==> src/rtl/fetch_seq_pkg.sv <==
// Shared types for the SAP-3 fetch/operand sequencer.
// State encodings, instruction length codes, strobe bundle.
package fetch_seq_pkg;

  typedef enum logic [3:0] {
    S_RST     = 4'd0,
    S_F_ADDR  = 4'd1,
    S_F_RD    = 4'd2,
    S_DECODE  = 4'd3,
    S_O1_ADDR = 4'd4,
    S_O1_RD   = 4'd5,
    S_O2_ADDR = 4'd6,
    S_O2_RD   = 4'd7,
    S_X_START = 4'd8,
    S_X_WAIT  = 4'd9,
    S_HALTED  = 4'd10,
    S_FAULT   = 4'd11
  } state_e;

  typedef logic [1:0] ilen_t;

  localparam ilen_t LEN1 = 2'd1;
  localparam ilen_t LEN2 = 2'd2;
  localparam ilen_t LEN3 = 2'd3;

  localparam logic [7:0] HLT_OP = 8'h76;

  typedef struct packed {
    logic       pc_oe;
    logic       mar_we;
    logic       mem_oe;
    logic       ir_we;
    logic       pc_inc;
    logic [1:0] opr_we;
    logic       exec_start;
    logic       halted;
    logic       fault;
  } strb_t;

endpackage

==> src/rtl/fetch_seq_if.sv <==
// Memory/IR/execute-unit handshake bundle of the sequencer.
// master = sequencer side, slave = datapath side.
interface fetch_seq_if;

  logic [7:0] ir_in;
  logic [7:0] bus_in;
  logic       mem_ready;
  logic       exec_done;
  logic       pc_oe;
  logic       mar_we;
  logic       mem_oe;
  logic       ir_we;
  logic       pc_inc;
  logic [1:0] opr_we;
  logic       exec_start;

  modport master (
    input  ir_in,
    input  bus_in,
    input  mem_ready,
    input  exec_done,
    output pc_oe,
    output mar_we,
    output mem_oe,
    output ir_we,
    output pc_inc,
    output opr_we,
    output exec_start
  );

  modport slave (
    output ir_in,
    output bus_in,
    output mem_ready,
    output exec_done,
    input  pc_oe,
    input  mar_we,
    input  mem_oe,
    input  ir_we,
    input  pc_inc,
    input  opr_we,
    input  exec_start
  );

endinterface

==> src/rtl/fetch_seq_ilen_decode.sv <==
// Opcode -> instruction length (1..3 bytes), 8085 subset.
// Pure combinational; the two multi-byte sets are disjoint.
module ilen_decode
  import fetch_seq_pkg::*;
(
  input  logic [7:0] opcode_i,
  output ilen_t      len_o
);

  logic is3;
  logic is2;

  assign is3 = ((opcode_i & 8'hCF) == 8'h01)
             || (opcode_i == 8'h3A)
             || (opcode_i == 8'h32)
             || (opcode_i == 8'h2A)
             || (opcode_i == 8'h22)
             || (opcode_i == 8'hC3)
             || (opcode_i == 8'hCD)
             || ((opcode_i & 8'hC7) == 8'hC2)
             || ((opcode_i & 8'hC7) == 8'hC4);

  assign is2 = ((opcode_i & 8'hC7) == 8'h06)
             || ((opcode_i & 8'hC7) == 8'hC6)
             || (opcode_i == 8'hDB)
             || (opcode_i == 8'hD3);

  // priority-free length select
  always_comb begin
    len_o = LEN1;
    unique case (1'b1)
      is3:     len_o = LEN3;
      is2:     len_o = LEN2;
      default: len_o = LEN1;
    endcase
  end

endmodule

==> src/rtl/fetch_seq.sv <==
// SAP-3 fetch/operand sequencer with execute handoff.
// Moore strobes from state; read strobes gated by mem_ready.
module fetch_seq
  import fetch_seq_pkg::*;
#(
  parameter logic [7:0] HLT_OPCODE   = HLT_OP,
  parameter int         EXEC_TIMEOUT = 16,
  parameter int         TO_W         = 5
) (
  input  logic         clk,
  input  logic         rst,
  fetch_seq_if.master  bus_if,
  output logic         halted_o,
  output logic         fault_o,
  output logic [3:0]   state_dbg_o
);

  state_e          state_q;
  state_e          state_d;
  logic [TO_W-1:0] cnt_q;
  logic [TO_W-1:0] cnt_d;
  ilen_t           len;
  logic            mr;
  logic            to_hit;
  strb_t           o;

  ilen_decode u_ilen (
    .opcode_i (bus_if.ir_in),
    .len_o    (len)
  );

  assign mr = bus_if.mem_ready;

  // a zero timeout turns the watchdog off
  assign to_hit = (EXEC_TIMEOUT != 0)
               && (cnt_q == TO_W'(EXEC_TIMEOUT - 1));

  // state and watchdog registers
  always_ff @(posedge clk or posedge rst) begin
    if (rst) begin
      state_q <= S_RST;
      cnt_q   <= '0;
    end else begin
      state_q <= state_d;
      cnt_q   <= cnt_d;
    end
  end

  // next-state and watchdog count
  always_comb begin
    state_d = state_q;
    cnt_d   = cnt_q;
    unique case (state_q)
      S_RST:     state_d = S_F_ADDR;
      S_F_ADDR:  state_d = S_F_RD;
      S_F_RD:    if (mr) state_d = S_DECODE;
      S_DECODE: begin
        if (bus_if.ir_in == HLT_OPCODE)
          state_d = S_HALTED;
        else if (len == LEN1)
          state_d = S_X_START;
        else
          state_d = S_O1_ADDR;
      end
      S_O1_ADDR: state_d = S_O1_RD;
      S_O1_RD: begin
        if (mr)
          state_d = (len == LEN3) ? S_O2_ADDR
                                  : S_X_START;
      end
      S_O2_ADDR: state_d = S_O2_RD;
      S_O2_RD:   if (mr) state_d = S_X_START;
      S_X_START: begin
        cnt_d   = '0;
        state_d = S_X_WAIT;
      end
      S_X_WAIT: begin
        if (bus_if.exec_done) begin
          state_d = S_F_ADDR;
        end else begin
          cnt_d = cnt_q + TO_W'(1);
          if (to_hit) state_d = S_FAULT;
        end
      end
      S_HALTED:  state_d = S_HALTED;
      S_FAULT:   state_d = S_FAULT;
      default:   state_d = S_RST;
    endcase
  end

  // strobes decoded from state only, plus ready gating
  always_comb begin
    o = '0;
    unique case (state_q)
      S_F_ADDR, S_O1_ADDR, S_O2_ADDR: begin
        o.pc_oe  = 1'b1;
        o.mar_we = 1'b1;
      end
      S_F_RD: begin
        o.mem_oe = 1'b1;
        o.ir_we  = mr;
        o.pc_inc = mr;
      end
      S_O1_RD: begin
        o.mem_oe    = 1'b1;
        o.opr_we[0] = mr;
        o.pc_inc    = mr;
      end
      S_O2_RD: begin
        o.mem_oe    = 1'b1;
        o.opr_we[1] = mr;
        o.pc_inc    = mr;
      end
      S_X_START: o.exec_start = 1'b1;
      S_HALTED:  o.halted     = 1'b1;
      S_FAULT:   o.fault      = 1'b1;
      default:   o = '0;
    endcase
  end

  assign bus_if.pc_oe      = o.pc_oe;
  assign bus_if.mar_we     = o.mar_we;
  assign bus_if.mem_oe     = o.mem_oe;
  assign bus_if.ir_we      = o.ir_we;
  assign bus_if.pc_inc     = o.pc_inc;
  assign bus_if.opr_we     = o.opr_we;
  assign bus_if.exec_start = o.exec_start;
  assign halted_o          = o.halted;
  assign fault_o           = o.fault;
  assign state_dbg_o       = state_q;

endmodule
==> src/flat_wrapper.sv <==
// flat-port wrapper written by rule: the top's interface ports become plain ports
module fetch_seq_flat import fetch_seq_pkg::*;
#(
  parameter logic [7:0] HLT_OPCODE   = HLT_OP,
  parameter int         EXEC_TIMEOUT = 16,
  parameter int         TO_W         = 5
)
  (clk, rst, halted_o, fault_o, state_dbg_o, bus_if_ir_in, bus_if_bus_in, bus_if_mem_ready, bus_if_exec_done, bus_if_pc_oe, bus_if_mar_we, bus_if_mem_oe, bus_if_ir_we, bus_if_pc_inc, bus_if_opr_we, bus_if_exec_start);
  fetch_seq_if bus_if_i ();
  input  logic clk;
  input  logic rst;
  output logic halted_o;
  output logic fault_o;
  output logic [3:0] state_dbg_o;
  input wire logic [$bits(bus_if_i.ir_in)-1:0] bus_if_ir_in;
  input wire logic [$bits(bus_if_i.bus_in)-1:0] bus_if_bus_in;
  input wire logic [$bits(bus_if_i.mem_ready)-1:0] bus_if_mem_ready;
  input wire logic [$bits(bus_if_i.exec_done)-1:0] bus_if_exec_done;
  output wire logic [$bits(bus_if_i.pc_oe)-1:0] bus_if_pc_oe;
  output wire logic [$bits(bus_if_i.mar_we)-1:0] bus_if_mar_we;
  output wire logic [$bits(bus_if_i.mem_oe)-1:0] bus_if_mem_oe;
  output wire logic [$bits(bus_if_i.ir_we)-1:0] bus_if_ir_we;
  output wire logic [$bits(bus_if_i.pc_inc)-1:0] bus_if_pc_inc;
  output wire logic [$bits(bus_if_i.opr_we)-1:0] bus_if_opr_we;
  output wire logic [$bits(bus_if_i.exec_start)-1:0] bus_if_exec_start;
  assign bus_if_i.ir_in = bus_if_ir_in;
  assign bus_if_i.bus_in = bus_if_bus_in;
  assign bus_if_i.mem_ready = bus_if_mem_ready;
  assign bus_if_i.exec_done = bus_if_exec_done;
  assign bus_if_pc_oe = bus_if_i.pc_oe;
  assign bus_if_mar_we = bus_if_i.mar_we;
  assign bus_if_mem_oe = bus_if_i.mem_oe;
  assign bus_if_ir_we = bus_if_i.ir_we;
  assign bus_if_pc_inc = bus_if_i.pc_inc;
  assign bus_if_opr_we = bus_if_i.opr_we;
  assign bus_if_exec_start = bus_if_i.exec_start;
  fetch_seq #(.HLT_OPCODE(HLT_OPCODE), .EXEC_TIMEOUT(EXEC_TIMEOUT), .TO_W(TO_W)) u_core (.clk(clk), .rst(rst), .bus_if(bus_if_i), .halted_o(halted_o), .fault_o(fault_o), .state_dbg_o(state_dbg_o));
endmodule
==> config.mk <==
export PLATFORM = sky130hd
export DESIGN_NAME = fetch_seq_flat
export DESIGN_NICKNAME = d
export VERILOG_FILES = /design/src/rtl/fetch_seq_pkg.sv /design/src/rtl/fetch_seq_if.sv /design/src/rtl/fetch_seq_ilen_decode.sv /design/src/rtl/fetch_seq.sv /design/src/flat_wrapper.sv
export SDC_FILE = /design/constraint.sdc
export NUM_CORES = 1
export LEC_CHECK = 0
export CELL_PAD_IN_SITES_DETAIL_PLACEMENT = 0
export CELL_PAD_IN_SITES_GLOBAL_PLACEMENT = 1
export CORE_ASPECT_RATIO = 1.4
export CORE_MARGIN = 5
export CORE_UTILIZATION = 31
export DETAILED_ROUTE_END_ITERATION = 16
export PLACE_DENSITY = 0.9
export SETUP_SLACK_MARGIN = 0.02
export SLEW_MARGIN = 20
export SYNTH_ARGS = -nofsm -noshare
export SYNTH_HDL_FRONTEND = slang
export SYNTH_HIERARCHICAL = 1
export SYNTH_SLANG_ARGS = --single-unit
==> constraint.sdc <==
create_clock -name clk -period 2.1 [get_ports clk]
set_clock_uncertainty 0.2 [all_clocks]
set_input_delay 0.42 -clock clk [delete_from_list [all_inputs] [get_ports clk]]
set_output_delay 0.42 -clock clk [all_outputs]
set_load 0.03 [all_outputs]
==> impl_metrics.yaml, run 1 <==
timing:
  tightest_slew_ps: 332
  period_minus_slack_ps: 2100
  fin_crit_sh: 1.00
  slew_violations: 0
  hold_violations: 0
  max_slew_margin: 0.779
  rsz0062_at_grt: "yes"
  fmax_ghz: 0.476
  setup_ws_ps: -0.948
  setup_viol: 1
global_routing:
  overflow: 0
  use_met3: 0.0264
  grt_max_degree: 12
  antenna_found_initial: 0
  grt_pass1_vias: 975
  grt_pass1_wl_um: 4200
  top_usage_layer: "met2"
  met2_usage: 0.268
  grt_util_met1: 0.114
  grt_util_all_layers: 0.132
cts:
  cts_made_buffers: 3
  cts_tree: "built"
  clk_latency_ps: 240
  htree_num_levels: 1
  path_clk_slew_ps: 40
  root_buffer: "clkbuf_8"
  clk_path_buf_depth: 2
  clock-sinks: 9
yosys:
  syn_area_um2: 896
  synth_fa_ha_area_frac: 0.0279
  yosys.area_share.simple: 0.413
  ys_warn_count: 6
  post_synth_mux_area_share: 0.0112
  yosysTopAreaCell: "dfrtp_1"
  synthCells: 105
  synth_area_per_cell_um2: 8.53
  yosys_register_bits: 9
  syn-num-nets: 127
  synth_compound_area_frac: 0.191
  ys_types: 44
  synth_area_leaders: "dfrtp_1, buf_6, nand3_1, o21ai_1, nor2b_1"
  synth_xor_area_frac: 0.0293
  synth_top_cell_area_share: 0.251
  yosysSeqAreaShare: 0.251
  synth_top_family_by_area: "simple AND/OR/NAND/NOR gates"
critical_path:
  cpMaxStageDelayCell: "dfrtp_2"
  worstPathRequired_ps: 1480
  reg2reg_from: "u_core/cnt_q[0]"
  rrSetupSlack_ps: 220
  path_buf_inv: 3
  path_delay_family: "flip-flops"
  reg2reg_to: "u_core/state_dbg_o[3]"
  crit_path_end_kind: "output pin"
  cpPeakStageDelay_ps: 440
  start_kind: "flop"
  reg2reg_depth: 7
  cp.arrival_ps: 1480
  cp_max_fo: 5
  crit_path_frequent_cell: "buf_6"
  path_cells: "buf_6, buf_6, nor2b_4, nand2_2, nor3b_2, buf_4"
  worst-setup-path-type: "flop to output pin"
finish:
  fill_cells: 303
  multi_input_area_um2: 663
  register_area_um2: 230
  synthToLayoutAreaGrowth_pct: 56.4
  final_layout_size_suffix_gt1_frac: 0.437
  nNetsFinal: 174
  diodes: 0
  final_cell_mix: "buf_4, nand3_1, o21ai_1, nor2_1, clkdlybuf4s50_1"
  final_common_cell: "buf_4"
flow_run:
  maxCapViolCount: 0
placement:
  hpwl_um: 1960
  place.gp.congestion: 0.821
  io_buffers: 25
  pre_cts_slack_ps: -478
floorplanning:
  die_h_um: 73.6
  start_util: 0.318
  rows: 23
  die_area_um2: 4080
  num_io_pins: 34
  die_x_um: 55.4
  core_area_um2: 2820
status:
  violations: "setup timing"
  status: "complete, but fails checks"
hold_path:
  hold_class: "input port to asynchronous set/reset pin"
power:
  powerDensity_nw_per_um2: 1250
  vdd_drop_max_v: 0.000558
  power.total_w: 0.00175
  leakagePower_nw: 0.659
routing:
  vias: 959
  drc: 0
  drt_iter0_drc: 26
  vias_per_cell: 5.10
  ant_nets: 0
  firstDrtPassIters: 4
  routed_wl_um: 2630
  drt-wirelength-per-cell_um: 14.0
cell families after synthesis:
family,count (synthesis)
AOI/OAI and AO/OA,24
and+or+nand+nor,57
muxes,1
xor gates and xnor gates,3
DFF,9
buffers and inverters,9
adders and majority gates,2
metrics by stage:
step | hold WS [ps] | setup TNS (ps) | utilization | std cells | area [µm²]
2_1_floorplan | 47.9 | 0 | - | 105 | 903
3_3_place_gp | 291 | -1020 | 0.427 | 173 | 1200
3_5_place_dp | 296 | -1210 | 0.427 | 173 | 1200
4_1_cts | 256 | 0 | 0.465 | 182 | 1310
5_1_grt | 288 | -62.0 | 0.497 | 188 | 1400
6_report | 241 | -0.948 | 0.497 | 188 | 1400
repair_timing:
item	4_1_cts	5_1_grt
hold buffers	0	0
pin swaps	7	10
resized for setup	18	17
buffers inserted	5	6
endpoints found under the setup margin	9	6
power by group:
| group | total, W | switching (W) | internal (W) | leakage, nW |
|---|---|---|---|---|
| clock network | 0.000203 | 0.0000706 | 0.000132 | 0.0228 |
| logic | 0.00124 | 0.000665 | 0.000575 | 0.522 |
| registers | 0.000305 | 0.0000715 | 0.000233 | 0.114 |
metal layers:
metal | up-vias | wire (µm)
met1 | 447 | 943
met4 | 0 | 105
met3 | 9 | 95
met2 | 25 | 1490
li1 | 478 | -
met5 | - | 0
registers in the layout, indices dropped and copies added, names as in the netlist:
register / flops
u_core/cnt_q: 5
u_core/state_dbg_o: 4
worst max-delay path by stage:
stage                                     start                    end  slack, ps  depth (start not counted)
after floorplan           u_core/state_dbg_o[1]           bus_if_pc_oe         60                          5
after global placement          bus_if_ir_in[1]  u_core/state_dbg_o[1]       -430                          8
after detailed placement        bus_if_ir_in[1]  u_core/state_dbg_o[1]       -480                          8
after CTS                 u_core/state_dbg_o[1]          bus_if_pc_inc         20                          5
after global routing      u_core/state_dbg_o[3]       bus_if_opr_we[0]        -50                          6
final                     u_core/state_dbg_o[3]       bus_if_opr_we[0]       -0.9                          6
Yosys cell counts, drive strengths merged:
cell type	count
buf	5
mux2i	1
a31oi	1
and2	2
o21ai	10
and2b	1
dfrtp	9
nand4b	1
o22ai	2
or3	1
nor3	1
o21a	1
and3b	2
a21oi	3
nand4	1
ha	2
or2	1
o211a	1
o2bb2ai	1
nor2b	6
o32a	1
nor3b	5
nor2	11
nand2b	3
nor4b	1
inv	4
nand3	8
a41oi	1
nand2	7
and4bb	2
o221ai	1
xor2	3
and3	4
a22oi	2
final cells by class:
cell class                 instances  area share
multi-input combinational         87       0.473
clock buffer                       4      0.0321
sequential                         9       0.164
tap                               37      0.0330
inverter                           4      0.0125
timing repair buffer              47       0.285
No activity file was read; power rests on OpenSTA's default activity.
==> run 2, diff against run 1 <==
- CORE_UTILIZATION: 31 -> 38
- DONT_BUFFER_PORTS: not set -> 1
- PLACE_DENSITY: 0.9 -> 0.79
==> run 2 against run 1 <==
  * The flow now finishes without violations
  * First-iteration DRC count shrank 35%
  * Flip-flop and latch count unchanged
  * Count of clock-buffer cells in the layout stayed put
  * Die area shrank 16%
  * Non-clock buffer count decreased by 23
  * Critical path type unchanged
  * Highest routed layer unchanged
==> impl_metrics.yaml, run 2 (synthesis results as in run 1) <==
timing:
  fin_crit_sh: 0.973
  slew_violations: 0
  hold_violations: 0
  max_slew_margin: 0.762
  period_minus_slack_ps: 2040
  tightest_slew_ps: 356
  fmax_ghz: 0.489
  setup_ws_ps: 55.8
  setup_viol: 0
  rsz0062_at_grt: "yes"
  setup-tns-final_ps: 0
power:
  seqPwrFrac: 0.174
  vdd_drop_max_v: 0.000781
  combPwrFrac: 0.741
  power.total_w: 0.00162
  powerDensity_nw_per_um2: 1400
  power_switching_w: 0.000771
  clkPwrFrac: 0.085
  leakagePower_nw: 0.522
  p_int_w: 0.000848
  switching_share: 0.476
global_routing:
  top_usage_layer: "met2"
  grt_pass1_vias: 834
  antenna_found_initial: 0
  grt_max_degree: 12
  overflow: 0
  use_met3: 0.0265
  grt_util_all_layers: 0.143
  grt_util_met1: 0.131
  met2_usage: 0.282
  grt_pass1_wl_um: 3660
routing:
  drc: 0
  firstDrtPassIters: 4
  vias_per_cell: 5.72
  routed_wl_um: 2260
  vias: 858
  drt_iter0_drc: 17
  drt-wirelength-per-cell_um: 15.0
  ant_nets: 0
finish:
  fill_cells: 219
  final_cell_mix: "buf_4, nand3_1, o21ai_1, dfrtp_1, nor2_1"
  final_util: 0.521
  largest_register_ffs: 5
  nNetsFinal: 151
  top_register: "u_core/cnt_q"
  synthToLayoutAreaGrowth_pct: 29.5
  final_cells: 150
  final_common_cell: "buf_4"
  final_layout_size_suffix_gt1_frac: 0.367
  diodes: 0
critical_path:
  start_kind: "flop"
  crit_path_end_kind: "output pin"
  cp.arrival_ps: 1420
  worst-setup-path-type: "flop to output pin"
  worstPathRequired_ps: 1480
  reg2reg_from: "u_core/cnt_q[0]"
  crit_path_start: "u_core/state_dbg_o[2]"
  cp_max_fo: 5
cts:
  path_clk_slew_ps: 60
  clk_latency_ps: 260
  clock-sinks: 9
  clk_path_buf_depth: 2
  htree_num_levels: 1
  cts_made_buffers: 3
  root_buffer: "clkbuf_4"
  cts_tree: "built"
placement:
  place.gp.congestion: 0.797
  hpwl_um: 1730
  pre_cts_slack_ps: 73.0
  place_inst: 138
  io_buffers: 0
floorplanning:
  core_area_um2: 2230
  die_x_um: 51.0
  rows: 20
  die_area_um2: 3440
  start_util: 0.402
  num_io_pins: 34
  die_h_um: 67.5
hold_path:
  hold_class: "input port to flop"
  min_from: "bus_if_mem_ready"
flow_run:
  maxCapViolCount: 0
status:
  status: "completed"
run 2: changes by cell type in the layout (fill, tap and decap cells not counted), sizes merged:
cell	delta
clkdlybuf4s50	-6
clkdlybuf4s15	-1
clkbuf	-1
buf	-9
dlygate4sd2	-4
dlygate4sd3	+1
dlymetal6s2s	-3
run 2: critical path, stage by stage (launching register included):
cell and delay (ps):
dfrtp_2 450, nand2b_1 170, or3_4 440, inv_8 100
run 2: metal layers:
| metal | share of wire | vias to the layer above |
|---|---|---|
| met2 | 0.56 | 25 |
| met1 | 0.36 | 405 |
| li1 | - | 426 |
| met5 | 0 | - |
| met3 | 0.063 | 2 |
| met4 | 0.012 | 0 |
run 2: final cells by class:
class | instances | area (µm²) | area share
multi-input cells | 87 | 624 | 0.538
repair buffers | 24 | 233 | 0.201
flip-flops and latches | 9 | 226 | 0.195
well taps | 22 | 27.5 | 0.0237
clock buffers | 4 | 26.3 | 0.0227
inverters | 4 | 22.5 | 0.0194
run 2: final timing paths:
kind	cells past startpoint	slack, ps	end
max in group asynchronous	2	1060	u_core/state_dbg_o[2]
min	2	130	u_core/state_dbg_o[1]
min in group asynchronous	2	360	u_core/state_dbg_o[3]
max	3	60	bus_if_exec_start
min reg2reg	2	320	u_core/cnt_q[4]
max reg2reg	7	230	u_core/state_dbg_o[3]
run 2: power by group through the flow:
| stage | logic (W) | registers (W) | clock network (W) |
|---|---|---|---|
| final | 0.00120 | 0.000281 | 0.000138 |
| after global routing | 0.00127 | 0.000290 | 0.000154 |
| after CTS | 0.00115 | 0.000279 | 0.000142 |
| after detailed placement | 0.00104 | 0.000296 | 0 |
| after global placement | 0.00103 | 0.000292 | 0 |
| after floorplan | 0.000702 | 0.000354 | 0 |
run 2: what timing repair did:
| item | in CTS | in global routing |
|---|---|---|
| hold buffers | 1 | 0 |
| setup buffers | 5 | 2 |
| endpoints found under the hold margin | 9 | 0 |
| endpoints found under the setup margin | 5 | 5 |
| gates resized for setup | 3 | 6 |
| pin swaps | 0 | 3 |
run 2: through the flow:
stage	cell area (µm²)	hold WS, ps
2_1_floorplan	903	47.9
3_3_place_gp	1040	88.8
3_5_place_dp	1040	101
4_1_cts	1130	129
5_1_grt	1160	128
6_report	1160	135
==> run 3, diff against run 2 <==
- SLEW_MARGIN: 20 -> not set
==> results of run 3 <==
Final layout, timing and power as in run 2 (identical DEF).
